--- config.mk ---
export PLATFORM = sky130hd
export DESIGN_NAME = sum_acc_flat
export DESIGN_NICKNAME = d
export VERILOG_FILES = /design/src/rtl/sum_pkg.sv /design/src/rtl/sum_acc_if.sv /design/src/rtl/sum_shr.sv /design/src/rtl/sum_acc.sv /design/src/flat_wrapper.sv
export SDC_FILE = /design/constraint.sdc
export NUM_CORES = 1
export LEC_CHECK = 0
export BUFFER_PORTS_ARGS = -buffer_cell sky130_fd_sc_hd__buf_4
export CORE_MARGIN = 2
export CORE_UTILIZATION = 45
export DETAILED_ROUTE_END_ITERATION = 8
export PLACE_DENSITY = 0.6
export SYNTH_ARGS = -nofsm -noshare
export SYNTH_HDL_FRONTEND = slang
export SYNTH_HIERARCHICAL = 1
export SYNTH_SLANG_ARGS = --single-unit
--- constraint.sdc ---
create_clock -name clk -period 4.2 [get_ports clk]
set_input_delay 0.63 -clock clk [delete_from_list [all_inputs] [get_ports clk]]
set_output_delay 0.63 -clock clk [all_outputs]
set_load 0.02 [all_outputs]
--- src/rtl/sum_pkg.sv ---
// Shared types and helpers for the sum_acc streaming accumulator.
package sum_pkg;

   typedef enum logic {
      IDLE,
      ACC
   } state_t;

   // Counter must hold values up to 2**n.
   function automatic int cnt_width(input int n);
      return $clog2((1 << n) + 1);
   endfunction

   function automatic int clamp_len(input int len, input int n);
      return (len > n) ? n : len;
   endfunction

endpackage

--- src/rtl/sum_acc_if.sv ---
// Sample/result bundle for sum_acc; master drives samples, slave returns results.
interface sum_acc_if #(
   parameter int W = 8,
   parameter int N = 4
);
   localparam int LW = $clog2(N + 1);

   logic          clr;
   logic [LW-1:0] len;
   logic          avg;
   logic          in_val;
   logic [W-1:0]  in;
   logic          busy;
   logic          out_val;
   logic [W+N-1:0] res;

   modport master (
      output clr, len, avg, in_val, in,
      input  busy, out_val, res
   );

   modport slave (
      input  clr, len, avg, in_val, in,
      output busy, out_val, res
   );
endinterface

--- src/rtl/sum_shr.sv ---
// Average stage: shift a block sum down by len_q and extend from W bits.
// SUM_ACC_ROUND_EN defined: rounds half toward +infinity; otherwise truncates.
module sum_shr #(
   parameter int W      = 8,
   parameter int N      = 4,
   parameter int SIGNED = 0
) (
   input  logic [W+N-1:0]             acc,
   input  logic [$clog2(N+1)-1:0]     len_q,
   output logic [W+N-1:0]             avg
);
   localparam int  AW  = W + N;
   localparam logic SGN = (SIGNED != 0);

   logic [AW:0]  wide;
   logic [AW:0]  rnd;
   logic [W-1:0] avg_w;

   always_comb begin
      // NOTE: every variable gets a value on every path first so no latch is inferred.
      wide = {SGN & acc[AW-1], acc};
`ifdef SUM_ACC_ROUND_EN
      rnd  = (len_q == '0) ? '0 : ((AW+1)'(1) << (len_q - 1'b1));
`else
      rnd  = '0;
`endif
      wide = wide + rnd;
      if (SGN) avg_w = W'($signed(wide) >>> len_q);
      else     avg_w = W'(wide >> len_q);
      avg  = {{N{SGN & avg_w[W-1]}}, avg_w};
   end
endmodule

--- src/rtl/sum_acc.sv ---
// Streaming decimating accumulator: sums blocks of 2**len samples, emits sum or average.
// Optional SUM_ACC_ROUND_EN (handled in sum_shr) rounds the average.
module sum_acc
   import sum_pkg::*;
#(
   parameter int W      = 8,
   parameter int N      = 4,
   parameter int SIGNED = 0
) (
   input  logic     clk,
   input  logic     rst,
   sum_acc_if.slave bus
);
   localparam int   LW  = $clog2(N + 1);
   localparam int   AW  = W + N;
   localparam int   CW  = cnt_width(N);
   localparam logic SGN = (SIGNED != 0);

   state_t         state_q, state_d;
   logic [AW-1:0]  acc_q, acc_d;
   logic [CW-1:0]  cnt_q, cnt_d;
   logic [LW-1:0]  len_q, len_d;
   logic           avg_q, avg_d;
   logic [AW-1:0]  res_q;
   logic           out_val_q;

   logic [LW-1:0]  len_cl;
   logic [AW-1:0]  in_ext;
   logic [CW-1:0]  last_cnt;
   logic [AW-1:0]  fin_acc;
   logic [LW-1:0]  fin_len;
   logic           fin_avg;
   logic [AW-1:0]  avg_val;
   logic           done;

   assign len_cl   = LW'(clamp_len(int'(bus.len), N));
   assign in_ext   = {{N{SGN & bus.in[W-1]}}, bus.in};
   assign last_cnt = CW'((1 << len_q) - 1);

   always_comb begin
      state_d = state_q;
      acc_d   = acc_q;
      cnt_d   = cnt_q;
      len_d   = len_q;
      avg_d   = avg_q;
      done    = 1'b0;
      fin_acc = acc_q + in_ext;
      fin_len = len_q;
      fin_avg = avg_q;
      case (state_q)
         IDLE: begin
            // A block of length 1 completes on its first sample, so use live len/avg.
            fin_acc = in_ext;
            fin_len = len_cl;
            fin_avg = bus.avg;
            if (bus.in_val) begin
               len_d = len_cl;
               avg_d = bus.avg;
               if (len_cl == '0) begin
                  done = 1'b1;
               end else begin
                  acc_d   = in_ext;
                  cnt_d   = CW'(1);
                  state_d = ACC;
               end
            end
         end
         ACC: begin
            if (bus.in_val) begin
               if (cnt_q == last_cnt) begin
                  done    = 1'b1;
                  acc_d   = '0;
                  cnt_d   = '0;
                  state_d = IDLE;
               end else begin
                  acc_d = fin_acc;
                  cnt_d = cnt_q + 1'b1;
               end
            end
         end
         default: state_d = IDLE;
      endcase
      // Clear discards the partial block and any completion on the same cycle.
      if (bus.clr) begin
         state_d = IDLE;
         acc_d   = '0;
         cnt_d   = '0;
         done    = 1'b0;
      end
   end

   sum_shr #(.W(W), .N(N), .SIGNED(SIGNED)) u_shr (
      .acc   (fin_acc),
      .len_q (fin_len),
      .avg   (avg_val)
   );

   always_ff @(posedge clk) begin
      if (rst) begin
         state_q   <= IDLE;
         acc_q     <= '0;
         cnt_q     <= '0;
         len_q     <= '0;
         avg_q     <= 1'b0;
         res_q     <= '0;
         out_val_q <= 1'b0;
      end else begin
         // NOTE: non-blocking assignments so every register samples pre-edge values.
         state_q   <= state_d;
         acc_q     <= acc_d;
         cnt_q     <= cnt_d;
         len_q     <= len_d;
         avg_q     <= avg_d;
         out_val_q <= done;
         if (done) res_q <= fin_avg ? avg_val : fin_acc;
      end
   end

   assign bus.busy    = (state_q == ACC);
   assign bus.out_val = out_val_q;
   assign bus.res     = res_q;
endmodule

--- src/flat_wrapper.sv ---
// flat-port wrapper written by rule: the top's interface ports become plain ports
module sum_acc_flat import sum_pkg::*;
#(
   parameter int W      = 8,
   parameter int N      = 4,
   parameter int SIGNED = 0
)
  (clk, rst, bus_clr, bus_len, bus_avg, bus_in_val, bus_in, bus_busy, bus_out_val, bus_res);
  sum_acc_if #(.W(W), .N(N)) bus_i ();
  input  logic clk;
  input  logic rst;
  input wire logic [$bits(bus_i.clr)-1:0] bus_clr;
  input wire logic [$bits(bus_i.len)-1:0] bus_len;
  input wire logic [$bits(bus_i.avg)-1:0] bus_avg;
  input wire logic [$bits(bus_i.in_val)-1:0] bus_in_val;
  input wire logic [$bits(bus_i.in)-1:0] bus_in;
  output wire logic [$bits(bus_i.busy)-1:0] bus_busy;
  output wire logic [$bits(bus_i.out_val)-1:0] bus_out_val;
  output wire logic [$bits(bus_i.res)-1:0] bus_res;
  assign bus_i.clr = bus_clr;
  assign bus_i.len = bus_len;
  assign bus_i.avg = bus_avg;
  assign bus_i.in_val = bus_in_val;
  assign bus_i.in = bus_in;
  assign bus_busy = bus_i.busy;
  assign bus_out_val = bus_i.out_val;
  assign bus_res = bus_i.res;
  sum_acc #(.W(W), .N(N), .SIGNED(SIGNED)) u_core (.clk(clk), .rst(rst), .bus(bus_i));
endmodule
# Yosys cells after proc, flatten, opt, wreduce, memory -nomap -nowiden
# Cells that the tools add are included.
# totals
ff_bits	35
in_bits	16
out_inout_bits	14
word_cells	48
# classes
addsub	3
order_cmp	1
eq_ne	4
shifts	2
n_mux	26
bitwise	1
n_reduce_logical	4
# op_table
op	count
12-bit two-way mux	6
12-bit case mux with 2 select lines	1
5-bit two-way mux	4
12-bit by 8-bit adder with 12-bit output	1
12-bit by 3-bit right shift with 8-bit output	1
1-bit two-way mux	10
5-bit case mux with 2 select lines	1
3-bit two-way mux	2
2-bit inequality test (second input constant)	3
5-bit by 1-bit adder with 5-bit output (second input constant)	1
5-bit == test	1
1-bit by 3-bit left shift with 5-bit output (first input constant)	1
5-bit by 2-bit subtractor with 5-bit output (second input constant)	1
1-bit case mux with 2 select lines	2
3-bit > comparator (second input constant)	1
3-bit zero test	1
3-bit AND reduction	1
2-bit AND reduction	1
2-bit OR reduction	1
1-bit inverter	1

# Depth between registers and ports, before layout
# depth
depth_word	7
depth_mapped	15
ltp_nobuf	15

# Hierarchy
# Netlist, hierarchy kept.
# by_module_without_submodules
mod	instances	cells_per_inst	area_per_inst_um2	seq_area_each_um2
sum_acc	1	320	2521.2	700.7
sum_shr	1	53	449.2	0.0

# Worst setup path before layout
# Ideal clock, no wire load.
# synth_path
path_type	in2reg
start	in bus_in[0]
end	reg u_core.res_q[4] (netlist: u_core/bus.res[4])
setup_ns	0.122
arrival_time_ns	3.188
required_time_ns	4.078
path_slack_ns	0.890
stages	15
path_buffers	0
path_cell_list	ha_1 -> fa_1 -> a21o_1 -> a221o_1 -> o21ai_0 -> nor2_1 -> xnor2_1 -> nor2_1 -> mux4_2 -> nand2_1 -> o21ai_1 -> nor2_1 -> nor2_1 -> o21ai_0 -> mux2i_1
# synth_between
elab_chain_len	4
# synth_lines
item	line_no	source
start: declaration	flat_wrapper.sv:16	input wire logic [$bits(bus_i.in)-1:0] bus_in;
12-bit by 8-bit adder with 12-bit output	sum_acc.sv:47	fin_acc = acc_q + in_ext;
12-bit two-way mux	sum_acc.sv:50	case (state_q)
via u_core.fin_acc[10]	sum_acc.sv:30	logic [AW-1:0] fin_acc;
12-bit by 3-bit right shift with 8-bit output	sum_shr.sv:29	else avg_w = W'(wide >> len_q);
via u_core.avg_val[4]	sum_acc.sv:33	logic [AW-1:0] avg_val;
12-bit two-way mux	sum_acc.sv:115	if (done) res_q <= fin_avg ? avg_val : fin_acc;
end signal: assignment	sum_acc.sv:115	
end: declaration	sum_acc.sv:24	logic [AW-1:0] res_q;
# The timed path passes the listed nets, and every way through them passes these cells.
# A chain may end at the register's enable or synchronous reset.

# Worst setup path in the final report
# layout_path
start	in bus_in[0]
end	reg u_core.res_q[2] (netlist: u_core/bus.res[2])
# The elaborated chain is that of the path after synthesis.

==> run_results.csv <==
group,metric,value,unit
worst_setup_path,crit_top_cell,"mux2_2",
worst_setup_path,cp.buffers_inverters,1,
yosys,yosys_most_used_dff,"dfxtp_1",
yosys,synthCells,373,
timing,min_period_over_period,0.801,
worst_setup_path,critPathRequiredTime,4.38,ns
routing,drt_iter0_drc,382,
final_layout,post-route-util,0.518,
clock_network,clk_pin_slew_worst_paths,0.07,ns
final_layout,nNetsFinal,419,
timing,rsz0062_at_grt,"false",
hold_path,hold_depth,2,
timing,worst_pin_slew,0.980,ns
hold_path,hold_end,"u_core/acc_q[2]",
final_layout,area_delta_synth_final,10.8,%
timing,report.final.slew_viol_count,0,
placed_design,dp_hpwl,5.83,mm
pwr,power_switching,279,µW
floorplanning,num_rows,29,
clock_network,numCtsBuffers,5,
timing,fin_crit,3.36,ns
timing,slew_headroom,0.346,
clock_network,post_cts_buffers,0,
pwr,power_density,272,nW/µm²
yosys,seq_area_frac_synth,0.236,
clock_network,ctsResizeCount,0,
global_routing,grt_usage,0.228,
routing,post_drt_wl_per_cell,16.6,µm
worst_setup_path,critPathKind,"in -> reg",
yosys,ys_types,64,
worst_setup_path,cp_cell_sequence,"buf_4 > ha_1 > fa_1 > a21o_1 > a221o_1 > o21a_1 > xnor2_1 > nor2_1 > mux2_2 > mux2i_1 > o221ai_1 > nand2_1 > a21oi_1 > mux2_2",
routing,firstDrtPassIters,5,
pwr,p_int,616,µW
routing,route.antenna.remaining_nets,0,
floorplanning,ios,30,
global_routing,grt_max_degree,29,
clock_network,holdBufCountCts,0,
global_routing,overflow,0,
yosys,synth_async_sr_flop_share,0,
clock_network,cts_buffer_depth,2,
floorplanning,core,6350,µm²
floorplanning,start_util,0.468,
floorplanning,die_area,7270,µm²
run_status,status,"finished clean",
pwr,pwr-share-comb,0.275,
clock_network,htree_num_levels,2,
yosys,synth_edf_count,0,
hold_path,min_from,"u_core/acc_q[2]",
clock_network,cts-root-buf,"clkbuf_8",
placed_design,placement.io_buffers,29,
worst_setup_path,ff2ff_setup_slack,0.99,ns
global_routing,grt_first_pass_wirelength,13.2,mm
worst_setup_path,r2r_cells,13,
floorplanning,dieHeight,85.2,µm
final_layout,drive_gt1_frac,0.171,
yosys,synth_top_area_frac,0.236,
yosys,yosys_warnings,6,
global_routing,grt_pass1_vias,2685,
pwr,ir_drop,0.000181,V
timing,finalClockSkew,0.00638,ns
clock_network,clkLatencyLatePin,0.29,ns
pwr,clock_power_share,0.335,
clock_network,cts_tree,"yes",
timing,setup-violations-final,0,
timing,finalHoldViolCount,0,
worst_setup_path,critPathMaxStageDelay,0.41,ns
floorplanning,dieWidth,85.2,µm
worst_setup_path,cp-start-kind,"input port",
routing,route.detailed.drc,0,
hold_path,hold_class,"reg -> reg",
worst_setup_path,cp.arrival,3.54,ns
yosys,syn_area,2970,µm²
clock_network,clock_sinks,35,
yosys,synth_area_leader_cell,"dfxtp_1",
yosys,avgSynthCellArea,7.96,µm²
timing,setup_tns,0,ns
pwr,seqPwrFrac,0.390,
yosys,synth_top_cells_by_area,"dfxtp_1 24%, mux2i_1 7.1%, nand2_1 5.2%",
pwr,swShare,0.312,
routing,viasPerCell,5.96,
worst_setup_path,r2r_end,"u_core/bus.res[2]",
worst_setup_path,crit-reg2reg-launch,"u_core/acc_q[0]",
worst_setup_path,crit_family,"compound AO/OA/AOI/OAI gates",
worst_setup_path,critPathMaxFanout,5,
worst_setup_path,endpoint_kind,"flop",
routing,vias,2796,
yosys,ys_ff_latch,35,
worst_setup_path,slowest_stage,"fa_1",
pwr,p_leak,1.29,nW
flow_run,drv_cap,0,
final_layout,n_antenna_cell,0,
placed_design,gp_congestion,0.910,
timing,timing.fmax,297,MHz
global_routing,antenna_found_initial,0,
routing,totalWireLength,7.79,mm
-- power by group through the flow --
stage,Clock [mW],Sequential (mW),Combinational (mW)
final,0.300,0.349,0.246
after global routing,0.324,0.351,0.273
after CTS,0.311,0.349,0.243
after detailed placement,0,0.357,0.242
after global placement,0,0.356,0.240
after floorplan,0,0.357,0.185
-- per-stage QoR --
stage          instances  instance area [µm²]  hold slack, ns  setup WS, ns  total power, mW
6_report             469                 3290           0.460         0.836            0.894
3_5_place_dp         462                 3190           0.454         0.553            0.599
3_3_place_gp         462                 3190           0.443         0.608            0.596
2_1_floorplan        376                 2980           0.436         0.890            0.542
4_1_cts              469                 3290           0.464         0.866            0.903
5_1_grt              469                 3290           0.476         0.466            0.948
-- per-layer routing --
metal / vias up / wire length [µm] / global-route usage
met5: - / 0 / 0
met4: 0 / 110 / 0.0722
met3: 9 / 506 / 0.0350
met2: 103 / 3480 / 0.359
met1: 1288 / 3690 / 0.320
li1: 1396 / - / -
-- cell type report --
type                       count  area, µm²
clock buffer                   6       72.6
clock inverter                 1       30.0
fill                         635       3060
inverter                      16       60.1
multi-input combinational    301       2080
sequential                    35        701
tap                           77       96.3
timing repair buffer          33        248
-- placed cells by master, fill, tap and decap left out, types with 3 or more instances in the layout --
master,Yosys,routed
and3_1,3,3
a221oi_1,4,4
nor2b_1,10,10
ha_1,10,10
mux2_4,3,3
buf_4,5,33
a31oi_1,7,7
o21ai_0,15,14
o21a_1,6,6
nand3_1,21,21
a211oi_1,7,7
o22ai_1,3,3
nand2_1,41,41
dfxtp_1,35,35
conb_1,1,4
clkbuf_8,0,5
mux2_2,11,11
nand2b_1,10,10
xnor2_1,6,6
mux2i_1,21,21
nor3_1,8,8
o211ai_1,8,8
or2_2,3,3
o21ai_1,3,4
inv_1,15,15
nor2_1,26,26
a21oi_1,23,23
a21o_1,8,8
-- worst max path at each step --
stage                         start           endpoint  slack (ns)  cells past startpoint
final                     bus_in[0]  u_core/bus.res[2]        0.84                     14
after global routing      bus_in[0]  u_core/bus.res[3]        0.47                     16
after CTS                 bus_in[0]  u_core/bus.res[4]        0.87                     16
after detailed placement  bus_in[0]  u_core/bus.res[4]        0.55                     16
after global placement    bus_in[0]  u_core/bus.res[4]        0.61                     16
after floorplan           bus_in[0]  u_core/bus.res[4]        0.89                     15
-- cells by family (layout without fill, tap and decap cells) --
family | after synthesis | after routing | share of synthesized area
compound gates | 108 | 108 | 0.265
xor+xnor | 7 | 7 | 0.0206
fa+ha+maj | 11 | 11 | 0.0489
buf+inv | 40 | 56 | 0.0666
flops | 35 | 35 | 0.236
mux | 37 | 37 | 0.143
other cells | 1 | 4 | 0.00126
simple gates | 134 | 134 | 0.219
-- registers in the layout (all words and copies together) (netlist names) --
signal	count
u_core/acc_q	12
u_core/avg_q	1
u_core/bus.busy	1
u_core/bus.out_val	1
u_core/bus.res	12
u_core/cnt_q	5
u_core/len_q	3
-- worst register-to-register path: cells and delay by family (launching register included) --
kind	cells	cell delay, ns
simple gates	2	0.18
compound gates	5	1.03
mux	3	0.77
fa+ha+maj	2	0.62
flops	1	0.31
xor+xnor	1	0.18
-- Yosys cell counts, drive strengths merged (2+ instances only) --
| library cell | instances |
|---|---|
| nand2 | 41 |
| dfxtp | 35 |
| nor2 | 26 |
| a21oi | 24 |
| mux2i | 21 |
| nand3 | 21 |
| o21ai | 18 |
| buf | 15 |
| inv | 15 |
| mux2 | 14 |
| ha | 10 |
| nand2b | 10 |
| nor2b | 10 |
| clkbuf | 9 |
| nor3 | 9 |
| o211ai | 9 |
| a21o | 8 |
| a211oi | 7 |
| a31oi | 7 |
| a221oi | 6 |
| o21a | 6 |
| xnor2 | 6 |
| or2 | 4 |
| and3 | 3 |
| o22ai | 3 |
| a2111oi | 2 |
| a221o | 2 |
| and2 | 2 |
| mux4 | 2 |
| nor4 | 2 |
| o221ai | 2 |
| o22a | 2 |
| o311ai | 2 |
| o31ai | 2 |
Power figures use the tool's default switching activity.
